### config.mk
export PLATFORM = sky130hd
export DESIGN_NAME = sync_fifo_ctrl
export DESIGN_NICKNAME = d
export VERILOG_FILES = /design/src/rtl/sync_fifo_ctrl.sv
export SDC_FILE = /design/constraint.sdc
export NUM_CORES = 1
export LEC_CHECK = 0
export CAP_MARGIN = 20
export CORE_MARGIN = 2
export CORE_UTILIZATION = 49
export DETAILED_ROUTE_END_ITERATION = 6
export PLACE_DENSITY = 0.9
export SLEW_MARGIN = 40
export SYNTH_ARGS = -nofsm -noshare
export SYNTH_HDL_FRONTEND = slang
export SYNTH_SLANG_ARGS = --single-unit
export TNS_END_PERCENT = 50
### constraint.sdc
create_clock -name clk -period 4.3 [get_ports clk]
set_clock_uncertainty 0.05 [all_clocks]
set_input_delay 0.43 -clock clk [delete_from_list [all_inputs] [get_ports clk]]
set_output_delay 0.43 -clock clk [all_outputs]
set_load 0.1 [all_outputs]
### src/rtl/sync_fifo_ctrl.sv
// Single-clock FIFO controller around an external dual-port memory.
// Push side writes straight into the memory. Reads are issued under a
// 2-credit rule. Returned words land in a 2-entry output buffer that
// drives the pop stream. A small checker flags mem_valid strobes that do
// not match the reads this block has issued.
module sync_fifo_ctrl #(
    parameter int DATA_WIDTH = 8,
    parameter int ADDR_WIDTH = 8,
    parameter int RAM_DEPTH  = 1 << ADDR_WIDTH
) (
    input  logic                  clk,
    input  logic                  rst_n,
    input  logic                  in_valid,
    output logic                  in_ready,
    input  logic [DATA_WIDTH-1:0] in_data,
    output logic                  out_valid,
    input  logic                  out_ready,
    output logic [DATA_WIDTH-1:0] out_data,
    output logic                  mem_wr_en,
    output logic [ADDR_WIDTH-1:0] mem_waddr,
    output logic [DATA_WIDTH-1:0] mem_wdata,
    output logic                  mem_rd_en,
    output logic [ADDR_WIDTH-1:0] mem_raddr,
    input  logic [DATA_WIDTH-1:0] mem_rdata,
    input  logic                  mem_valid,
    output logic                  full,
    output logic                  empty,
    output logic [ADDR_WIDTH+1:0] level,
    output logic                  err_unexp,
    output logic                  err_miss,
    input  logic                  clr_err
);

    localparam logic [ADDR_WIDTH:0] DEPTH_CNT = (ADDR_WIDTH+1)'(RAM_DEPTH);
    localparam logic [ADDR_WIDTH:0] PTR_ONE   = (ADDR_WIDTH+1)'(1);

    // Pointers carry one extra bit so that full and empty memory differ.
    logic [ADDR_WIDTH:0]   wr_ptr;
    logic [ADDR_WIDTH:0]   rd_ptr;
    logic [ADDR_WIDTH:0]   mem_count;
    logic                  inflight;
    logic [1:0]            ob_cnt;
    logic [DATA_WIDTH-1:0] ob_head;
    logic [DATA_WIDTH-1:0] ob_tail;
    logic                  pop;
    logic                  capture;
    logic [2:0]            credit_used;

    // Combinational control: flags, write/read issue, pop and capture strobes.
    // NOTE: every signal in this block is assigned on every pass, so no latch can be inferred.
    always_comb begin
        mem_count   = wr_ptr - rd_ptr;
        full        = (mem_count == DEPTH_CNT);
        in_ready    = !full;
        mem_wr_en   = in_valid & !full;
        mem_waddr   = wr_ptr[ADDR_WIDTH-1:0];
        mem_wdata   = in_data;
        out_valid   = (ob_cnt != 2'd0);
        out_data    = ob_head;
        pop         = out_valid & out_ready;
        // A strobe with no read outstanding is only an error, never data.
        capture     = mem_valid & inflight;
        // Words already owed to the buffer, less the one leaving this cycle.
        credit_used = {1'b0, ob_cnt} + {2'b00, inflight} - {2'b00, pop};
        mem_rd_en   = (mem_count != '0) && (credit_used < 3'd2);
        mem_raddr   = rd_ptr[ADDR_WIDTH-1:0];
        level       = {1'b0, mem_count}
                    + {{(ADDR_WIDTH+1){1'b0}}, inflight}
                    + {{ADDR_WIDTH{1'b0}}, ob_cnt};
        empty       = (level == '0);
    end

    // Pointer advance and read-in-flight tracking.
    // NOTE: sequential state uses non-blocking assignments so every flop samples pre-edge values.
    always_ff @(posedge clk or negedge rst_n) begin
        if (!rst_n) begin
            wr_ptr   <= '0;
            rd_ptr   <= '0;
            inflight <= 1'b0;
        end else begin
            if (mem_wr_en) wr_ptr <= wr_ptr + PTR_ONE;
            if (mem_rd_en) rd_ptr <= rd_ptr + PTR_ONE;
            // Memory latency is fixed at one cycle, so a read is outstanding
            // exactly in the cycle after issue. A missing return is flagged
            // and the word is dropped rather than holding the credit forever.
            inflight <= mem_rd_en;
        end
    end

    // Two-entry in-order output buffer: capture into the tail, pop from the head.
    // NOTE: these few buffer registers are reset so out_data reads 0 after reset;
    // the bulk storage lives in the external memory, which is never reset.
    always_ff @(posedge clk or negedge rst_n) begin
        if (!rst_n) begin
            ob_cnt  <= 2'd0;
            ob_head <= '0;
            ob_tail <= '0;
        end else begin
            case ({capture, pop})
                2'b10: begin
                    if (ob_cnt == 2'd0) ob_head <= mem_rdata;
                    else                ob_tail <= mem_rdata;
                    ob_cnt <= ob_cnt + 2'd1;
                end
                2'b01: begin
                    ob_head <= ob_tail;
                    ob_cnt  <= ob_cnt - 2'd1;
                end
                2'b11: begin
                    if (ob_cnt == 2'd2) begin
                        ob_head <= ob_tail;
                        ob_tail <= mem_rdata;
                    end else begin
                        ob_head <= mem_rdata;
                    end
                end
                default: ;
            endcase
        end
    end

    // Sticky protocol checker; a new error in the clearing cycle wins.
    always_ff @(posedge clk or negedge rst_n) begin
        if (!rst_n) begin
            err_unexp <= 1'b0;
            err_miss  <= 1'b0;
        end else begin
            err_unexp <= (mem_valid & ~inflight) | (err_unexp & ~clr_err);
            err_miss  <= (inflight & ~mem_valid) | (err_miss & ~clr_err);
        end
    end

endmodule

==> results of run 1 <==
[how the worst min path moves through the flow]
stage / from / end / cells after the start
2_1_floorplan: rst_n / err_miss / 0
3_3_place_gp: out_data[7] / out_data[7] / 2
3_5_place_dp: rst_n / wr_ptr[5] / 1
4_1_cts: rst_n / wr_ptr[0] / 1
5_1_grt: rst_n / wr_ptr[5] / 1
6_report: rst_n / wr_ptr[5] / 1
[per-layer routing]
layer	vias to the layer above	global-route usage (%)	part of all wire (%)	wire length [um]
met5	-	0	0	0
met4	0	3.28	0.63	37
met3	5	5.80	6.3	370
met2	66	35.4	52	3040
met1	1057	23.9	41	2440
li1	1067	-	-	-
[cells in the final DEF, fill, tap and decap left out, types with 5 or more instances in the layout]
master	synthesis	routed
sky130_fd_sc_hd__nand4_1	6	6
sky130_fd_sc_hd__inv_1	29	29
sky130_fd_sc_hd__a21oi_1	9	9
sky130_fd_sc_hd__nand3_1	11	11
sky130_fd_sc_hd__buf_2	0	28
sky130_fd_sc_hd__a22oi_1	10	10
sky130_fd_sc_hd__dfrtp_1	39	39
sky130_fd_sc_hd__ha_1	15	15
sky130_fd_sc_hd__xnor2_1	19	19
sky130_fd_sc_hd__clkbuf_8	0	6
sky130_fd_sc_hd__nor2_1	19	19
sky130_fd_sc_hd__xor2_1	12	12
sky130_fd_sc_hd__buf_4	24	12
sky130_fd_sc_hd__nor3_1	6	5
sky130_fd_sc_hd__o21ai_0	17	16
sky130_fd_sc_hd__mux2_2	10	10
sky130_fd_sc_hd__clkdlybuf4s50_1	0	12
sky130_fd_sc_hd__nand2_1	22	22
[cells by family after synthesis]
kind of cell	synth area share (%)
and+or+nand+nor	15.5
buffers and inverters	11.6
AOI/OAI and AO/OA	13.8
DFF	35.1
xor gates and xnor gates	10.3
adders and majority gates	9.62
muxes	4.05
[area by class of cell]
type | instances | area [um2]
repair buffers | 56 | 430
clock inverters | 2 | 16.3
inverters | 29 | 109
clock buffers | 6 | 82.6
flip-flops and latches | 39 | 976
fillers | 482 | 2300
well taps | 72 | 90.1
multi-input cells | 202 | 1500
[flip-flops by register name, indices dropped and copies added, names as in the netlist]
signal,cells
err_unexp,1
ob_tail,8
inflight,1
err_miss,1
out_data,8
ob_cnt,2
wr_ptr,9
rd_ptr,9
[what timing repair did]
action                                 4_1_cts  5_1_grt
resized for setup                            0        1
endpoints found under the hold margin        0        0
buffers inserted                             0        0
setup endpoints to repair                    0        1
[stage by stage]
step | util [%] | setup slack [ns] | cells | hold slack (ns)
after detailed placement | 56.4 | 0.502 | 398 | 0.383
after global placement | 58.8 | 0.605 | 398 | 0.416
after global routing | 58.2 | 0.117 | 406 | 0.0686
after CTS | 58.2 | 0.165 | 406 | 0.0575
final | 58.2 | 0.314 | 406 | 0.0418
after floorplan | - | -0.476 | 299 | 0.0844
==> impl.org, run 1 <==
** Status
- Outcome :: complete, no violations

** Synth
- Register area share after synthesis :: 35.1%
- Area fraction of the dominant cell type after synthesis :: 35.1%
- Cell type contributing the most total cell area after synthesis :: sky130_fd_sc_hd__dfrtp_1
- Yosys printed 0 warnings.
- Most frequent cell after synthesis :: sky130_fd_sc_hd__dfrtp_1
- Ranked by instance count, the synthesized netlist is headed by 39 x sky130_fd_sc_hd__dfrtp_1, 29 x sky130_fd_sc_hd__inv_1, 24 x sky130_fd_sc_hd__buf_4, 22 x sky130_fd_sc_hd__nand2_1.
- Synthesis handed over a netlist of 299 instances.
- Proportion of register bits with asynchronous set or reset after synthesis :: 100%
- Mean instance size in the synthesized netlist :: 9.31 um2
- EDFF count, synth :: 0
- Post-synth design cell area :: 0.00278 mm2
- Area contributors post-synth :: sky130_fd_sc_hd__dfrtp_1 35%, sky130_fd_sc_hd__ha_1 6.7%, sky130_fd_sc_hd__buf_4 6.5%
- Synthesis instantiated 51 different standard cells from the library.
- The synthesized design contains 39 register bits.
- Predominant post-synthesis flop cell :: sky130_fd_sc_hd__dfrtp_1
- Post-Synthesis Net Count :: 340

** Route
- Total number of vias :: 2195
- Using the TritonRoute via totals, the vias-per-cell ratio works out to 5.41.
- The count of nets left with antenna violations once routing finished came out at 0.
- For this block, the initial DRC count from the detailed router was 134.
- Average detailed-routed wire length per instance :: 14.5 um
- For this run, the detailed router's first-pass iteration total came to 4.
- After detailed routing, the number of remaining DRC violations is 0.
- Final wirelength :: 5.89 mm

** STA
- Final setup TNS :: 0 ns
- Of the available clock period, the critical path in the final layout requires 92.7%.
- Fmax :: 0.251 GHz
- The final max-slew violation count was 0.
- For the pin with the worst max-slew slack, the measured transition is 0.750 ns.
- Final Critical Period :: 3.99 ns
- In this run the tightest slew margin relative to its limit is 49.6%.
- Setup repair after global routing left no endpoint under its margin.
- Final Setup Violations :: 0
- The final number of hold-violating endpoints is 0.

** Layout
- N_diodes :: 0
- Non-Filler Cell Area, Final :: 0.00320 mm2
- Final net count :: 374
- Fraction of layout cells with a size suffix above 1 :: 21.6%
- Syn-to-layout area delta :: 15.1%

** Critical path
- The critical path is of the reg -> out type.
- Worst r2r path cells :: 11
- CP Capture Type :: output pin
- Required arrival time at the worst endpoint :: 3.82 ns
- Critical path's largest stage delay :: 0.55 ns
- Maximum fanout encountered on the critical timing path :: 5
- Traced cell by cell, the critical path runs through inv_1, ha_1, inv_1, fa_1, ha_1, nor2b_1, o21ai_1, nor3b_1, and2_1, or3_2, a211oi_2, buf_12.
- Critical Path AT :: 3.51 ns
- Critical path endpoint :: empty
- Buf/Inv on CP :: 3
- In this run the worst setup path begins at wr_ptr[0].
- On the critical path, the stage with the largest delay is an instance of sky130_fd_sc_hd__fa_1.
- STA classifies the critical path startpoint as a flip-flop.
- In this design, the largest share of critical-path delay is due to adder cells.
- Cell count along the critical path :: 12
- Startpoint of the worst-slack reg-to-reg timing path :: wr_ptr[0]
- The setup check on the worst reg-to-reg path leaves a slack of 0.94 ns.
- Worst r2r dst :: wr_ptr[8]

** GRT
- Entering global routing, the biggest net connects 40 pins.
- The initial antenna violation count was 0.
- Across every metal layer, demand over resource in global routing totals 19.8%.
- Total grt overflow :: 0
- The first global-routing pass estimated 9.81 mm of wire.
- Number of global-route vias before repair :: 2176

** Die
- Core region area :: 0.00551 mm2
- Initial Utilization :: 50.5%
- Die area :: 0.00630 mm2
- The initialized floorplan defines 27 standard-cell rows.
- Die outline width :: 79.4 um
- In this run the vertical extent of the chip is 79.4 um.
- Top Ports :: 72

** Placed design
- Number of port buffers :: 55
- Instance area after placement :: 0.00310 mm2
- Final weighted congestion in routability-driven placement :: 0.834
- Detailed placer's ending HPWL :: 4.58 mm

** CTS
- Counting the buffers created by CTS gives 5.
- Maximum buffer depth of the clock tree :: 2
- The clock reaches the later pin of the worst-skew pair after 0.29 ns.
- CTS H-Tree Depth :: 2
- The root buffer cell chosen for the clock tree is sky130_fd_sc_hd__clkbuf_8.
- CTS tree :: yes
- Clock-pin transition on the worst setup and hold timing paths :: 0.08 ns
- Sink count of the clock tree :: 39
- In this run, post-CTS hold repair placed 0 buffers.

** Job
- Maximum capacitance violations :: 0

** Hold path
- Min-delay worst type :: in -> async
Power of run 1 is left out: the tool's default activity adds up to more than one toggle a clock period on the data nets, which glitch-free logic cannot reach.
==> run 2, diff against run 1 <==
--- a/config.mk
+++ b/config.mk
@@ -9,9 +9,9 @@
 export CORE_MARGIN = 2
 export CORE_UTILIZATION = 49
 export DETAILED_ROUTE_END_ITERATION = 6
+export HOLD_SLACK_MARGIN = 0.08
 export PLACE_DENSITY = 0.9
 export SLEW_MARGIN = 40
 export SYNTH_ARGS = -nofsm -noshare
 export SYNTH_HDL_FRONTEND = slang
 export SYNTH_SLANG_ARGS = --single-unit
-export TNS_END_PERCENT = 50
==> run 2 against run 1 <==
Setup slack better by 0.0088 ns. Wire length is 1.6% lower. Sequential cell count stayed put. Register-to-register slack better by 0.04 ns. Count of clock-buffer cells in the layout stayed put. Worst hold slack better by 0.39 ns. Via count is 2.1% higher. Die area stayed put. First-iteration DRC count is 8.2% higher. Core utilization is 0.18 points higher.
==> impl.org, run 2 (synthesis results as in run 1) <==
** Status
- Outcome :: complete, no violations

** Die
- Die outline width :: 79.4 um
- The floorplan has 27 rows.
- Die Height :: 79.4 um
- Pin placement for this block handled 72 I/O pins.
- The die covers 0.00630 mm2.
- Once the floorplan was initialized, standard cells occupied 50.5% of the core.
- Core region area :: 0.00551 mm2

** Layout
- Final net count :: 375
- The largest registers in the layout are rd_ptr x9, wr_ptr x9.
- Relative to the synthesized area, the layout overhead comes to 15.5%.
- The repair_antennas step left the layout with diodes totalling 0.
- Leaving out fill and tap cells, the most frequent cell in the layout is sky130_fd_sc_hd__dfrtp_1.
- Measured on the finished design, the core utilization comes to 58.4%.
- The library cells used most frequently in the layout, excluding fill and tap cells, are 39 x sky130_fd_sc_hd__dfrtp_1, 29 x sky130_fd_sc_hd__inv_1, 28 x sky130_fd_sc_hd__buf_2.
- Once layout is complete, the cells apart from fillers number 407.
- Fraction of layout cells with a size suffix above 1 :: 21.8%

** CTS
- CTS H-Tree Depth :: 2
- Number of buffers added by the clock tree synthesis step :: 5
- Clock tree root driver cell :: sky130_fd_sc_hd__clkbuf_8
- Maximum buffer depth of the clock tree :: 2
- After clock tree synthesis, the clock-pin slew on the worst setup and hold paths is 0.08 ns.
- Insertion delay to the later sink of the worst-skew pair :: 0.30 ns
- CTS tree :: yes
- For this design, the sink count on the clock tree is 39.

** Critical path
- At the worst endpoint, the arrival time is 3.50 ns.
- In this run the worst path has a maximum fanout of 5.
- Startpoint type of the worst setup path :: flip-flop
- For the worst setup path, the data required time is 3.82 ns.
- The critical path is of the reg -> out type.
- CP Capture Type :: output pin

** GRT
- Number of global-route vias before repair :: 2157
- Global Route Usage Sum :: 19.5%
- Global-route wire length before repair :: 9.74 mm
- Pin count of the biggest net entering global routing :: 40
- The initial antenna violation count was 0.
- After global routing the overflow that remains totals 0.

** STA
- The final number of hold-violating endpoints is 0.
- Summed over all failing endpoints, the final setup total negative slack is 0 ns.
- The final max-slew violation count came to 0.
- Fmax :: 0.251 GHz
- Setup violations remaining at the end of the flow were counted as 0.
- Setup repair after global routing left no endpoint under its margin.
- After layout, the worst path uses 92.5% of the clock period.
- Relative slew slack :: 52.9%
- Final Critical Period :: 3.98 ns
- At the pin with the least slew margin, the transition time is 0.702 ns.

** Placed design
- Final weighted congestion in routability-driven placement :: 0.871
- Detailed placer's ending HPWL :: 4.52 mm
- The number of placed instances, taps included, is 397.
- Number of port buffers :: 55

** Route
- The routed design has 5.80 mm of wire.
- Via density per instance :: 5.51
- Residual DRC :: 0
- Initial DRT Pass Iterations :: 5
- Average detailed-routed wire length per instance :: 14.2 um
- Total number of vias :: 2242
- In this run the remaining antenna-violating nets after routing total 0.
- Iteration-0 DRC Markers :: 145

** Hold path
- Min-delay worst type :: reg -> reg

** Job
- Maximum capacitance violations :: 0
run 2: cell count changes in the layout (fill, tap and decap cells not counted), sizes merged:
| cell | before | now |
|---|---|---|
| dlygate4sd3 | 0 | 1 |
| clkinvlp | 1 | 0 |
| inv | 29 | 30 |
run 2: cell type report:
| class | count | area (um2) |
|---|---|---|
| fill | 460 | 2290 |
| clock buffer | 6 | 82.6 |
| inverter | 29 | 109 |
| clock inverter | 2 | 13.8 |
| sequential | 39 | 976 |
| multi-input combinational | 202 | 1500 |
| tap | 72 | 90.1 |
| timing repair buffer | 57 | 440 |
run 2: final timing paths:
kind / start / end / slack, ns / cells past startpoint
max: wr_ptr[0] / empty / 0.32 / 12
min reg2reg: out_data[6] / out_data[6] / 0.43 / 2
min: out_data[6] / out_data[6] / 0.43 / 2
min in group asynchronous: rst_n / wr_ptr[7] / 0.58 / 2
max in group asynchronous: rst_n / out_data[2] / 3.26 / 2
max reg2reg: wr_ptr[0] / rd_ptr[1] / 0.98 / 11
run 2: metrics by stage:
stage | cell area [um2] | hold slack [ns] | setup slack [ns]
finish | 3210 | 0.427 | 0.323
global route | 3210 | 0.448 | 0.0776
CTS | 3210 | 0.434 | 0.165
detailed placement | 3100 | 0.375 | 0.498
global placement | 3230 | 0.414 | 0.593
floorplan | 2800 | 0.0844 | -0.241
run 2: layer usage:
layer,vias to the layer above,global-route usage (%),share of wire (%)
met5,-,0,0
met4,0,7.59,2.0
met3,18,5.11,5.7
met2,79,33.7,51
met1,1068,23.2,41
li1,1077,-,-
run 2: timing repair:
action	CTS	global route
endpoints found under the setup margin	0	2
hold endpoints to repair	39	0
hold buffers	1	0
buffers inserted	0	1
gates resized for setup	0	1
run 2: worst max-delay path: stages, from the launching register on:
cell                       delay [ns]
sky130_fd_sc_hd__dfrtp_1         0.43
sky130_fd_sc_hd__inv_1           0.07
sky130_fd_sc_hd__ha_1            0.17
sky130_fd_sc_hd__inv_1           0.06
sky130_fd_sc_hd__fa_1            0.57
sky130_fd_sc_hd__ha_1            0.25
sky130_fd_sc_hd__nor2b_1         0.13
sky130_fd_sc_hd__o21ai_1         0.26
sky130_fd_sc_hd__nor3b_1         0.13
sky130_fd_sc_hd__and2_1          0.20
sky130_fd_sc_hd__or3_2           0.46
sky130_fd_sc_hd__a211oi_2        0.26
sky130_fd_sc_hd__buf_12          0.21
Power of run 2 is left out for the same reason.
==> run 3, diff against run 2 <==
--- a/config.mk
+++ b/config.mk
@@ -15,3 +15,4 @@
 export SYNTH_ARGS = -nofsm -noshare
 export SYNTH_HDL_FRONTEND = slang
 export SYNTH_SLANG_ARGS = --single-unit
+export TNS_END_PERCENT = 5
==> run 3 against run 2 <==
Via count shrank 1.9%. Register-to-register slack lost 0.04 ns. Critical endpoint unchanged. Highest routed layer unchanged. Die area is the same.
==> impl.org, run 3 (synthesis results as in run 1) <==
** Status
- The flow ran to the end, and the final reports show no timing, DRC or antenna violations.

** CTS
- Clock-pin transition on the worst setup and hold timing paths :: 0.08 ns
- Counting the buffers created by CTS gives 5.
- Insertion delay to the later sink of the worst-skew pair :: 0.30 ns
- TritonCTS built the clock tree.
- The tree built by TritonCTS fans out to 39 sinks.
- Clock tree root driver cell :: sky130_fd_sc_hd__clkbuf_8
- The H-tree was split into 2 levels.
- Maximum buffer depth of the clock tree :: 2

** Placed design
- Number of port buffers :: 55
- The congestion estimate from routability-driven global placement came to 0.834.
- Detailed placer's ending HPWL :: 4.58 mm
- Before CTS, the worst setup slack after placement is 0.502 ns.

** Route
- Summed over all layers, the routed wires come to 5.87 mm.
- Post-DRT Antenna Nets :: 0
- After the first detailed-routing iteration, the DRC count stood at 119.
- Initial DRT Pass Iterations :: 4
- For this run, design rule violations remaining after detail routing come to 0.
- Total number of vias :: 2200
- Via density per instance :: 5.41
- Dividing the detail-routed wire length by the instance count gives 14.4 um.

** Die
- Row count :: 27
- From left edge to right edge, the die measures 79.4 um.
- The region available for standard cell placement spans 0.00551 mm2.
- For this configuration, the core starts out at a cell density of 50.5%.
- Die Height :: 79.4 um
- Top Ports :: 72
- Die area :: 0.00630 mm2

** Layout
- The largest registers in the layout are rd_ptr x9, wr_ptr x9.
- 0 antenna diodes ended up in the layout.
- Fraction of layout cells with a size suffix above 1 :: 21.5%
- The multi-input combinational cells in the finished layout cover a total of 0.00150 mm2.
- Area taken by flip-flops and latches :: 976 um2
- After filler insertion, the fill cell instance count of the layout stands at 479.
- Final net count :: 375
- Syn-to-layout area delta :: 15.5%
- Commonest non-fill, non-tap cell in the layout :: sky130_fd_sc_hd__dfrtp_1
- In the layout the commonest cells are 39 x sky130_fd_sc_hd__dfrtp_1, 29 x sky130_fd_sc_hd__inv_1, 28 x sky130_fd_sc_hd__buf_2.

** GRT
- Entering global routing, the biggest net connects 40 pins.
- The first global-routing pass estimated 9.85 mm of wire.
- In the global route stage, overall resource usage came out at 19.8%.
- Number of antenna violations at the first check in global routing :: 0
- Number of global-route vias before repair :: 2179
- Total grt overflow :: 0

** Job
- Maximum capacitance violations :: 0

** Critical path
- For this run, the slowest stage of the critical path takes 0.55 ns.
- Timing startpoint of the critical path :: wr_ptr[0]
- The worst register-to-register path begins at wr_ptr[0].
- Cell with the biggest individual delay on the critical path :: sky130_fd_sc_hd__fa_1
- Counting both buffers and inverters, the worst setup path holds a total of 3.
- Data on the critical path is required at its endpoint by 3.82 ns.
- Category of the critical setup timing path :: reg -> out
- STA classifies the critical path endpoint as an output pin.
- Measured in cells, the most critical reg-to-reg path has a length of 12.
- STA classifies the critical path startpoint as a flip-flop.
- CP top delay family :: adder cells
- Critical Path AT :: 3.50 ns
- Maximum fanout encountered on the critical timing path :: 5
- Traced cell by cell, the critical path runs through inv_1, ha_1, inv_1, fa_1, ha_1, nor2b_1, o21ai_1, nor3b_1, and2_1, or3_2, a211oi_2, buf_12.
- The critical path crosses 12 cells after its start point.

** STA
- Worst-case hold slack :: 0.432 ns
- In this run the tightest slew margin relative to its limit is 49.4%.
- The final number of hold-violating endpoints is 0.
- The routed design could run at a clock period as short as 3.98 ns.
- Worst Tran Pin Value :: 0.753 ns
- Setup repair after global routing left no endpoint under its margin.
- Derived from the worst setup path, the maximum achievable clock frequency is 0.251 GHz.
- Final setup TNS :: 0 ns
- The worst path uses 92.6% of the clock period.
- The final max-slew violation count is 0.
- Setup slack after layout :: 0.316 ns
- Setup violations remaining at the end of the flow were counted as 0.

** Hold path
- Depth of the worst hold-timing path :: 2
- The startpoint identified for the worst hold timing path is out_data[0].
- In this run the worst hold path is classified as reg -> reg.
==> run 3: worst paths after layout <==
kind                               end  slack [ns]
min reg2reg                out_data[0]        0.43
min                        out_data[0]        0.43
max                              empty        0.32
max in group asynchronous    wr_ptr[1]        3.27
min in group asynchronous    wr_ptr[7]        0.58
max reg2reg                  rd_ptr[1]        0.94
==> run 3: routing by layer <==
layer / vias up / part of all wire, % / global-route usage [%]
met4: 0 / 0.60 / 3.28
li1: 1068 / - / -
met2: 62 / 52 / 35.5
met1: 1065 / 41 / 24.0
met5: - / 0 / 0
met3: 5 / 6.3 / 5.80
==> run 3: area by class of cell <==
class	instances	share of cell area [%]
clock inverter	2	0.506
inverter	29	3.39
tap	72	2.80
multi-input combinational	202	46.7
timing repair buffer	57	13.7
clock buffer	6	2.57
sequential	39	30.4
==> run 3: through the flow <==
stage          util [%]  std cells  cell area (um2)
3_3_place_gp       58.8        398             3240
2_1_floorplan         -        299             2790
6_report           58.4        407             3210
3_5_place_dp       56.4        398             3100
5_1_grt            58.4        407             3210
4_1_cts            58.4        407             3210
==> run 3: worst reg2reg max path, cell delays in order, from the launching register on <==
cell                        delay [ns]
sky130_fd_sc_hd__dfrtp_1          0.44
sky130_fd_sc_hd__inv_1            0.08
sky130_fd_sc_hd__ha_1             0.17
sky130_fd_sc_hd__inv_1            0.05
sky130_fd_sc_hd__fa_1             0.48
sky130_fd_sc_hd__a211o_1          0.38
sky130_fd_sc_hd__a21oi_1          0.27
sky130_fd_sc_hd__a2bb2oi_1        0.20
sky130_fd_sc_hd__xnor2_2          0.33
sky130_fd_sc_hd__nand4_1          0.15
sky130_fd_sc_hd__buf_4            0.19
sky130_fd_sc_hd__nand2_1          0.13
sky130_fd_sc_hd__mux2_2           0.35
==> run 3: repair_timing <==
item | 4_1_cts | 5_1_grt
endpoints found under the setup margin | 0 | 1
endpoints found under the hold margin | 39 | 0
hold buffers | 1 | 0
setup buffers | 0 | 0
gates resized for setup | 0 | 1
Power of run 3 is left out for the same reason.
==> RTL change (flow settings as in run 1) <==
Reset style: synchronous (`rst_n`), changed in 3 clocked blocks.
--- a/src/rtl/sync_fifo_ctrl.sv
+++ b/src/rtl/sync_fifo_ctrl.sv
@@ -72,7 +72,7 @@
 
     // Pointer advance and read-in-flight tracking.
     // NOTE: sequential state uses non-blocking assignments so every flop samples pre-edge values.
-    always_ff @(posedge clk or negedge rst_n) begin
+    always_ff @(posedge clk) begin
         if (!rst_n) begin
             wr_ptr   <= '0;
             rd_ptr   <= '0;
@@ -90,7 +90,7 @@
     // Two-entry in-order output buffer: capture into the tail, pop from the head.
     // NOTE: these few buffer registers are reset so out_data reads 0 after reset;
     // the bulk storage lives in the external memory, which is never reset.
-    always_ff @(posedge clk or negedge rst_n) begin
+    always_ff @(posedge clk) begin
         if (!rst_n) begin
             ob_cnt  <= 2'd0;
             ob_head <= '0;
@@ -120,7 +120,7 @@
     end
 
     // Sticky protocol checker; a new error in the clearing cycle wins.
-    always_ff @(posedge clk or negedge rst_n) begin
+    always_ff @(posedge clk) begin
         if (!rst_n) begin
             err_unexp <= 1'b0;
             err_miss  <= 1'b0;
Function: differs if rst_n is asserted again (counterexample within 4 cycles, from zero or initial values and one cycle with rst_n low); with rst_n held inactive, the same outputs for 10 cycles.
==> RTL change against run 1 <==
- setup slack better by 140 ps
- worst hold slack better by 400 ps
- count of clock-buffer cells in the layout unchanged
- core utilization down 1.0 points
- cell area down 3.6%
- sequential cell count unchanged
- first-iteration DRC count down 40%
- area after synthesis down 3.1%
- wire length down 1.3%
- register-to-register slack better by 90 ps
- critical path depth down 2
- synthesized cell count up 4.0%
- critical path type unchanged
- critical endpoint is now mem_rd_en
Power is left out: the tool's default activity adds up to more than one toggle a clock period on the data nets, which glitch-free logic cannot reach.
==> RTL change: results (changes against run 1) <==
WL per Instance=13.9 um (-3.9%); antenna violations before repair=0 (unchanged); remaining max-slew budget at the tightest pin=54.3% (+4.7 points); via count of the first global-routing pass=2106 (-3.2%); via total after detailed routing=2301 (+4.8%); top post-synthesis cells by count=39 x sky130_fd_sc_hd__dfxtp_1, 32 x sky130_fd_sc_hd__nor2_1, 25 x sky130_fd_sc_hd__buf_4, 22 x sky130_fd_sc_hd__inv_1, 17 x sky130_fd_sc_hd__a21oi_1; clock slew at the register clock pins of the worst setup and hold paths=80 ps (about the same); data arrival time of the critical path=3370 ps (-140 ps); largest cells by area after synthesis=sky130_fd_sc_hd__dfxtp_1 29%, sky130_fd_sc_hd__buf_4 7.0%, sky130_fd_sc_hd__ha_1 7.0%; TritonRoute pass-1 iters=4 (unchanged); fraction of synthesized area in multiplexers=4.50% (+0.45 points); Filler Cell Count=507 (+5.2%); kind of path behind the tightest hold check=flip-flop to flip-flop; compound-gate portion of the synthesized area=19.4% (+5.6 points); post-synthesis sequential area ratio=28.9% (-6.1 points); Crit-path slowest cell=sky130_fd_sc_hd__o31ai_4; maximum number of pins on one net before global-route repair=37 (-7.5%); Detail Placement HPWL=4440 um (-3.0%); total number of nets in the final design=385 (+2.9%); Num CTS Buffers=5 (unchanged); routed wire length on met3=397 um (+7.3%); detailed-route wire length on metal 1=2550 um (+4.4%); number of distinct library cell variants in the gate-level netlist after synthesis=54 (+5.9%); number of nets in the synthesized netlist=352 (+3.5%); global router's overall resource usage=19.6% (-0.21 points); fraction of registers with async set/reset=0% (-100 points); instance count of the mapped netlist=311 (+4.0%); drt via density=5.52 (+2.1%); clock tree root driver cell=sky130_fd_sc_hd__clkbuf_8; worst slack, placed=749 ps (+247 ps); met2 WL=2760 um (-9.4%); top cell family by delay on the critical path=compound AO/OA/AOI/OAI gates; arithmetic-cell share of the synthesized area counting full adders, half adders and majority gates=9.93% (+0.30 points); stage delay of the slowest cell on the critical path=590 ps (+40 ps); placed instance count=409 (+2.8%); number of DRC markers in iteration 0=80 (-40%); Critical Path Fanout Max=12 (+7); global placement routability congestion=0.866 (+3.9%); wire length of the first global-routing pass=9580 um (-2.4%); outcome=finished clean; H-tree depth=2 (unchanged); fraction of layout cells with a size suffix above 1=20.9% (-0.69 points); source-to-sink clock delay at the later pin of the worst-skew pair=290 ps (about the same); highest metal used=met4; xor and xnor fraction of the mapped netlist area=7.05% (-3.3 points); most common cell in the netlist=sky130_fd_sc_hd__dfxtp_1
[RTL change: per-layer routing]
layer	up-vias	global-route usage [%]
li1	1145	-
met1	1071	24.3
met2	71	31.7
met3	14	6.55
met4	0	7.02
met5	-	0
[RTL change: path summary, 6_finish.rpt]
path               end  slack [ps]       from  cells after the start
min          err_unexp         440  err_unexp                      2
max          mem_rd_en         450  rd_ptr[0]                     10
min reg2reg  err_unexp         440  err_unexp                      2
max reg2reg  wr_ptr[7]        1030  rd_ptr[0]                     10
[RTL change: layout make-up]
class                   count  area share (%)
multi-input cells         219            53.5
flip-flops and latches     39            25.3
repair buffers             55            12.6
inverters                  24            3.04
well taps                  72            2.92
clock buffers               6            2.35
clock inverters             2           0.405
[RTL change: metrics by stage]
step                      hold slack [ps]  cell area (um2)  TNS [ps]
after global routing                  469             3090         0
after floorplan                       405             2720     -8.48
after CTS                             446             3090         0
final                                 442             3090         0
after global placement                417             3130         0
after detailed placement              429             3000         0
